File: config.mk
export PLATFORM = sky130hd
export DESIGN_NAME = sensor_height_acq_flat
export DESIGN_NICKNAME = d
export VERILOG_FILES = /design/src/rtl/sensor_height_acq_pkg.sv /design/src/rtl/sensor_height_acq_if.sv /design/src/rtl/sensor_height_acq_pair_select.sv /design/src/rtl/sensor_height_acq.sv /design/src/flat_wrapper.sv
export SDC_FILE = /design/constraint.sdc
export NUM_CORES = 1
export LEC_CHECK = 0
export BUFFER_PORTS_ARGS = -buffer_cell sky130_fd_sc_hd__buf_2
export CAP_MARGIN = 5
export CORE_MARGIN = 2
export CORE_UTILIZATION = 55
export DETAILED_ROUTE_END_ITERATION = 16
export PLACE_DENSITY = 0.89
export SYNTH_ARGS = -nofsm -noshare
export SYNTH_HDL_FRONTEND = slang
export SYNTH_SLANG_ARGS = --single-unit
File: constraint.sdc
create_clock -name clk -period 4.03 [get_ports clk]
set_input_delay 0.403 -clock clk [delete_from_list [all_inputs] [get_ports clk]]
set_output_delay 0.403 -clock clk [all_outputs]
set_load 0.02 [all_outputs]
File: src/rtl/sensor_height_acq_pkg.sv
// Shared types and constants for the sensor height acquisition stage.
// Define ROUND_EN to make every division round half up instead of truncating.
package sensor_height_pkg;
    localparam int SENSOR_W = 8;

    typedef enum logic [1:0] {IDLE, ACCUM, DIV, OUT} state_e;

`ifdef ROUND_EN
    localparam bit ROUND = 1'b1;
`else
    localparam bit ROUND = 1'b0;
`endif

    // Half-LSB terms added ahead of the >>1 and >>2 pair/quad averages.
    localparam logic [1:0] RND2 = {1'b0, ROUND};
    localparam logic [1:0] RND4 = {ROUND, 1'b0};

    function automatic int acc_w(input int samples);
        return SENSOR_W + $clog2(samples);
    endfunction

    function automatic int final_rnd(input int samples);
        return (ROUND && samples > 1) ? samples / 2 : 0;
    endfunction
endpackage

File: src/rtl/sensor_height_acq_if.sv
// Frame-in / height-out handshake bundle of sensor_height_acq.
interface sensor_height_if;
    logic [7:0] sensor1;
    logic [7:0] sensor2;
    logic [7:0] sensor3;
    logic [7:0] sensor4;
    logic       in_valid;
    logic       in_ready;
    logic       frame_err;
    logic [7:0] height;
    logic       out_valid;
    logic       out_ready;

    modport slave (
        input  sensor1, sensor2, sensor3, sensor4, in_valid, out_ready,
        output in_ready, frame_err, height, out_valid
    );

    modport master (
        output sensor1, sensor2, sensor3, sensor4, in_valid, out_ready,
        input  in_ready, frame_err, height, out_valid
    );
endinterface

File: src/rtl/sensor_height_acq_pair_select.sv
// Per-frame pair validity check and frame average (combinational).
// Rounding of the averages follows ROUND_EN through the package constants.
module sensor_pair_select
    import sensor_height_pkg::*;
(
    input  logic [SENSOR_W-1:0] s1_i,
    input  logic [SENSOR_W-1:0] s2_i,
    input  logic [SENSOR_W-1:0] s3_i,
    input  logic [SENSOR_W-1:0] s4_i,
    output logic [SENSOR_W-1:0] frame_height_o,
    output logic                frame_ok_o
);
    localparam int W2 = SENSOR_W + 1;
    localparam int W4 = SENSOR_W + 2;

    logic          z13, z24;
    logic [W2-1:0] sum13, sum24;
    logic [W4-1:0] sum4;

    // A pair is failed when either of its sensors reads zero.
    assign z13   = (s1_i == '0) || (s3_i == '0);
    assign z24   = (s2_i == '0) || (s4_i == '0);
    assign sum13 = W2'(s1_i) + W2'(s3_i) + W2'(RND2);
    assign sum24 = W2'(s2_i) + W2'(s4_i) + W2'(RND2);
    assign sum4  = W4'(s1_i) + W4'(s2_i) + W4'(s3_i) + W4'(s4_i) + W4'(RND4);

    always_comb begin
        frame_ok_o     = 1'b1;
        frame_height_o = SENSOR_W'(sum4 >> 2);
        if (z13 && !z24) begin
            frame_height_o = SENSOR_W'(sum24 >> 1);
        end else if (z24 && !z13) begin
            frame_height_o = SENSOR_W'(sum13 >> 1);
        end else if (z13 && z24) begin
            frame_ok_o     = 1'b0;
            frame_height_o = '0;
        end
    end
endmodule

File: src/rtl/sensor_height_acq.sv
// Averages SAMPLES valid sensor frames into one height for the square-root stage.
// ROUND_EN (via the package) selects round-half-up for the final division.
module sensor_height_acq
    import sensor_height_pkg::*;
#(
    parameter int SAMPLES = 4
) (
    input  logic           clk,
    input  logic           rst,
    sensor_height_if.slave bus
);
    localparam int SHIFT = $clog2(SAMPLES);
    localparam int ACC_W = acc_w(SAMPLES);
    localparam int CNT_W = $clog2(SAMPLES + 1);
    localparam logic [ACC_W-1:0] FIN_RND = ACC_W'(final_rnd(SAMPLES));

    state_e              state_q;
    logic [ACC_W-1:0]    acc_q, acc_d, rounded;
    logic [CNT_W-1:0]    cnt_q, cnt_d;
    logic [SENSOR_W-1:0] height_q;
    logic                frame_err_q, out_valid_q;
    logic [SENSOR_W-1:0] frame_h;
    logic                frame_ok;

    sensor_pair_select u_sel (
        .s1_i           (bus.sensor1),
        .s2_i           (bus.sensor2),
        .s3_i           (bus.sensor3),
        .s4_i           (bus.sensor4),
        .frame_height_o (frame_h),
        .frame_ok_o     (frame_ok)
    );

    assign acc_d   = acc_q + ACC_W'(frame_h);
    assign cnt_d   = cnt_q + CNT_W'(1);
    assign rounded = acc_q + FIN_RND;

    always_ff @(posedge clk or posedge rst) begin
        if (rst) begin
            state_q     <= IDLE;
            acc_q       <= '0;
            cnt_q       <= '0;
            height_q    <= '0;
            frame_err_q <= 1'b0;
            out_valid_q <= 1'b0;
        end else begin
            frame_err_q <= 1'b0;
            unique case (state_q)
                // in_ready is implied in these two states
                IDLE, ACCUM: if (bus.in_valid) begin
                    if (!frame_ok) begin
                        frame_err_q <= 1'b1;
                    end else begin
                        acc_q   <= acc_d;
                        cnt_q   <= cnt_d;
                        state_q <= (cnt_d == CNT_W'(SAMPLES)) ? DIV : ACCUM;
                    end
                end
                DIV: begin
                    height_q    <= SENSOR_W'(rounded >> SHIFT);
                    acc_q       <= '0;
                    cnt_q       <= '0;
                    out_valid_q <= 1'b1;
                    state_q     <= OUT;
                end
                OUT: if (bus.out_ready) begin
                    out_valid_q <= 1'b0;
                    state_q     <= IDLE;
                end
                default: state_q <= IDLE;
            endcase
        end
    end

    assign bus.in_ready  = (state_q == IDLE) || (state_q == ACCUM);
    assign bus.frame_err = frame_err_q;
    assign bus.height    = height_q;
    assign bus.out_valid = out_valid_q;
endmodule
File: src/flat_wrapper.sv
// flat-port wrapper written by rule: the top's interface ports become plain ports
module sensor_height_acq_flat import sensor_height_pkg::*;
#(
    parameter int SAMPLES = 4
)
  (clk, rst, bus_sensor1, bus_sensor2, bus_sensor3, bus_sensor4, bus_in_valid, bus_out_ready, bus_in_ready, bus_frame_err, bus_height, bus_out_valid);
  sensor_height_if bus_i ();
  input  logic clk;
  input  logic rst;
  input wire logic [$bits(bus_i.sensor1)-1:0] bus_sensor1;
  input wire logic [$bits(bus_i.sensor2)-1:0] bus_sensor2;
  input wire logic [$bits(bus_i.sensor3)-1:0] bus_sensor3;
  input wire logic [$bits(bus_i.sensor4)-1:0] bus_sensor4;
  input wire logic [$bits(bus_i.in_valid)-1:0] bus_in_valid;
  input wire logic [$bits(bus_i.out_ready)-1:0] bus_out_ready;
  output wire logic [$bits(bus_i.in_ready)-1:0] bus_in_ready;
  output wire logic [$bits(bus_i.frame_err)-1:0] bus_frame_err;
  output wire logic [$bits(bus_i.height)-1:0] bus_height;
  output wire logic [$bits(bus_i.out_valid)-1:0] bus_out_valid;
  assign bus_i.sensor1 = bus_sensor1;
  assign bus_i.sensor2 = bus_sensor2;
  assign bus_i.sensor3 = bus_sensor3;
  assign bus_i.sensor4 = bus_sensor4;
  assign bus_i.in_valid = bus_in_valid;
  assign bus_i.out_ready = bus_out_ready;
  assign bus_in_ready = bus_i.in_ready;
  assign bus_frame_err = bus_i.frame_err;
  assign bus_height = bus_i.height;
  assign bus_out_valid = bus_i.out_valid;
  sensor_height_acq #(.SAMPLES(SAMPLES)) u_core (.clk(clk), .rst(rst), .bus(bus_i));
endmodule
==> reports/qor.txt <==
Power Density = 662.3 nW/um^2
DRC viols = 0
Num ports = 47
First-pass GRT wire length = 12450 um
Vias per cell = 5.813
Vias in the first global route = 2847
Largest net degree at the start of global routing = 26
Worst Path Max Fanout = 2
# setup viols final = 3
Hold Slack = 0.3278 ns
R2r setup slk = 1.92 ns
Mapped Cells = 336
Fin cells = 491
WS Path Type = primary input to register
Sequential area share after synthesis = 21.38%
Vias = 2854
Crit path from = bus_sensor2[2]
Post-synth top area share = 21.38%
Worst-margin pin slew = 0.9216 ns
Post-synth EDFFs = 0
Area leader, netlist = dfrtp_1
Final #Nets = 509
Worst-path clk slew = 0.08 ns
Syn_nets = 423
Final WS setup = -0.1583 ns
Chip width = 76.95 um
Worst hold path type = primary input to asynchronous set/reset pin
Startpoint types = primary input
Synth Register Bits = 25
Clock buffer depth = 2
Starting Density = 57.30%
Max Clock Freq = 238.8 MHz
Reg2reg end = u_core.acc_q[9]$_DFFE_PP0P_
Most common flop cell mapped by yosys = dfrtp_1
TritonRoute pass-1 iters = 5
R2r startpoint = u_core.acc_q[1]$_DFFE_PP0P_
CTS H-tree lvls = 1
Number of nets with antenna violations after routing = 0
Status = finished, violations left
Syn-to-layout area delta = 24.37%
Clock Latency Late Sink = 0.26 ns
DR WL/cell = 15.62 um
Initial antenna violation count = 0
Hold buffer count at cts = 0
Row count = 26
Mapped Area = 2927 sq um
Worst EP required = 4.20 ns
Root Buffer = clkbuf_8
Crit end category = register
TritonCTS clock tree = done
Fin crit period = 4.188 ns
Inserted Clock Buffers = 3
Hpwl dp = 5758 um
FF-to-FF path depth = 7
Failing checks = setup timing
RSZ-0062 raised after global routing = true
Final WL = 7667 um
DP Cell Count = 479
Final Core Density = 71.26%
Clk_skew = 0.002035 ns
Clk sink count = 25
Die ar. = 5921 sq um
Setup_tns = -0.3274 ns
GRT Total Usage = 25.68%
Place WS = -0.5070 ns
Antenna Cells = 0
Synth async-reset ratio = 100.0%
Slew Limit Fails = 0
Avg Inst Size Synth = 8.710 sq um
Max Cap Viol = 0
Crit share post-route = 103.9%
Synth unique cells = 51
Top cells by area, synth = dfrtp_1, ha_1, fa_1
Die height = 76.95 um
Leak = 1.891 nW
Drt first-iter violations = 269
Fraction of layout cells with a size suffix above 1 = 28.98%
Core box area = 5107 sq um
Fill cells = 345
GPL Wtd Cong = 0.9658
Most common cell after layout, fill and taps aside = inv_1
Most frequent cells in the layout = inv_1, buf_2, buf_4
Grt total ovfl = 0
YS warnings = 0
Maximum vdd drop = 0.5012 mV
Final hold vios = 0
IO Port Bufs = 46
Slew margin rel. = 38.49%
CP arrival = 4.36 ns
-- flip-flops by register name, summed over array words and instances (netlist names) --
name / flops
u_core.acc_q: 10
u_core.bus.frame_err: 1
u_core.bus.height: 8
u_core.bus.out_valid: 1
u_core.cnt_q: 3
u_core.state_q: 2
-- cells by family after synthesis --
group                    Yosys count  synth area share (%)
AND/OR/NAND/NOR                   90                 15.05
AO/OA/AOI/OAI                     77                 18.34
buffers and inverters             62                 8.465
adder cells (fa/ha/maj)           51                 26.68
flip-flops                        25                 21.38
XOR/XNOR                          20                 5.986
multiplexers                      11                 4.104
-- metrics by stage --
step	cell area, sq um	power (mW)
floorplan	2942	1.523
global placement	3470	1.918
CTS	3587	2.285
detailed placement	3470	2.006
global route	3640	2.589
finish	3640	2.410
-- power by group --
part	switching [mW]	total, mW	internal (mW)
Combinational	0.908	1.79	0.884
Clock	0.0751	0.146	0.0706
Sequential	0.0993	0.473	0.374
-- metal layers --
layer | wire length (um) | up-vias | part of all wire (%) | track usage [%]
met2 | 3913 | 115 | 51 | 45.61
met1 | 3109 | 1384 | 41 | 32.05
met3 | 421 | 30 | 5.5 | 4.118
met4 | 223 | 0 | 2.9 | 7.455
li1 | - | 1325 | - | -
met5 | 0 | - | 0 | 0
-- repair_timing --
action	in CTS	in global routing
gates resized for setup	13	14
buffers inserted	5	4
setup endpoints to repair	3	5
pin swaps	18	16
-- worst max path at each step --
stage,endpoint,depth (start not counted)
after floorplan,u_core.acc_q[9]$_DFFE_PP0P_,18
after global placement,u_core.acc_q[9]$_DFFE_PP0P_,19
after detailed placement,u_core.acc_q[7]$_DFFE_PP0P_,19
after CTS,u_core.acc_q[9]$_DFFE_PP0P_,19
after global routing,u_core.acc_q[9]$_DFFE_PP0P_,19
final,u_core.acc_q[9]$_DFFE_PP0P_,18
-- synth_stat cells (all sizes together) (3+ instances only) --
cell	number
a21o	7
a21oi	17
buf	5
dfrtp	25
fa	19
ha	32
inv	56
mux2	8
mux2i	3
nand2	28
nand2b	3
nand3	14
nand3b	3
nor2	19
nor2b	4
nor3	5
nor4	6
o211ai	3
o21a	7
o21ai	22
or4	3
xnor2	12
xor2	8
-- final cells by class --
cell class,instances,area (sq um),area share (%)
multi-input cells,249,2105,57.82
well taps,70,87.58,2.406
flip-flops and latches,25,625.6,17.19
inverters,56,212.7,5.844
repair buffers,87,564.3,15.50
clock buffers,4,45.04,1.238
-- critical path, stage by stage --
cell and delay [ns]:
buf_8 0.08, inv_4 0.03, fa_1 0.55, fa_1 0.45, buf_4 0.15, buf_4 0.13, fa_2 0.39, buf_4 0.14
xnor2_1 0.11, o211ai_1 0.21, o21ai_0 0.14, ha_1 0.31, a21oi_2 0.20, o211ai_1 0.17, o41ai_2 0.45, nor2b_4 0.27
o311ai_4 0.10, o41ai_2 0.08
Note: power is estimated with default switching activity, not from simulation.
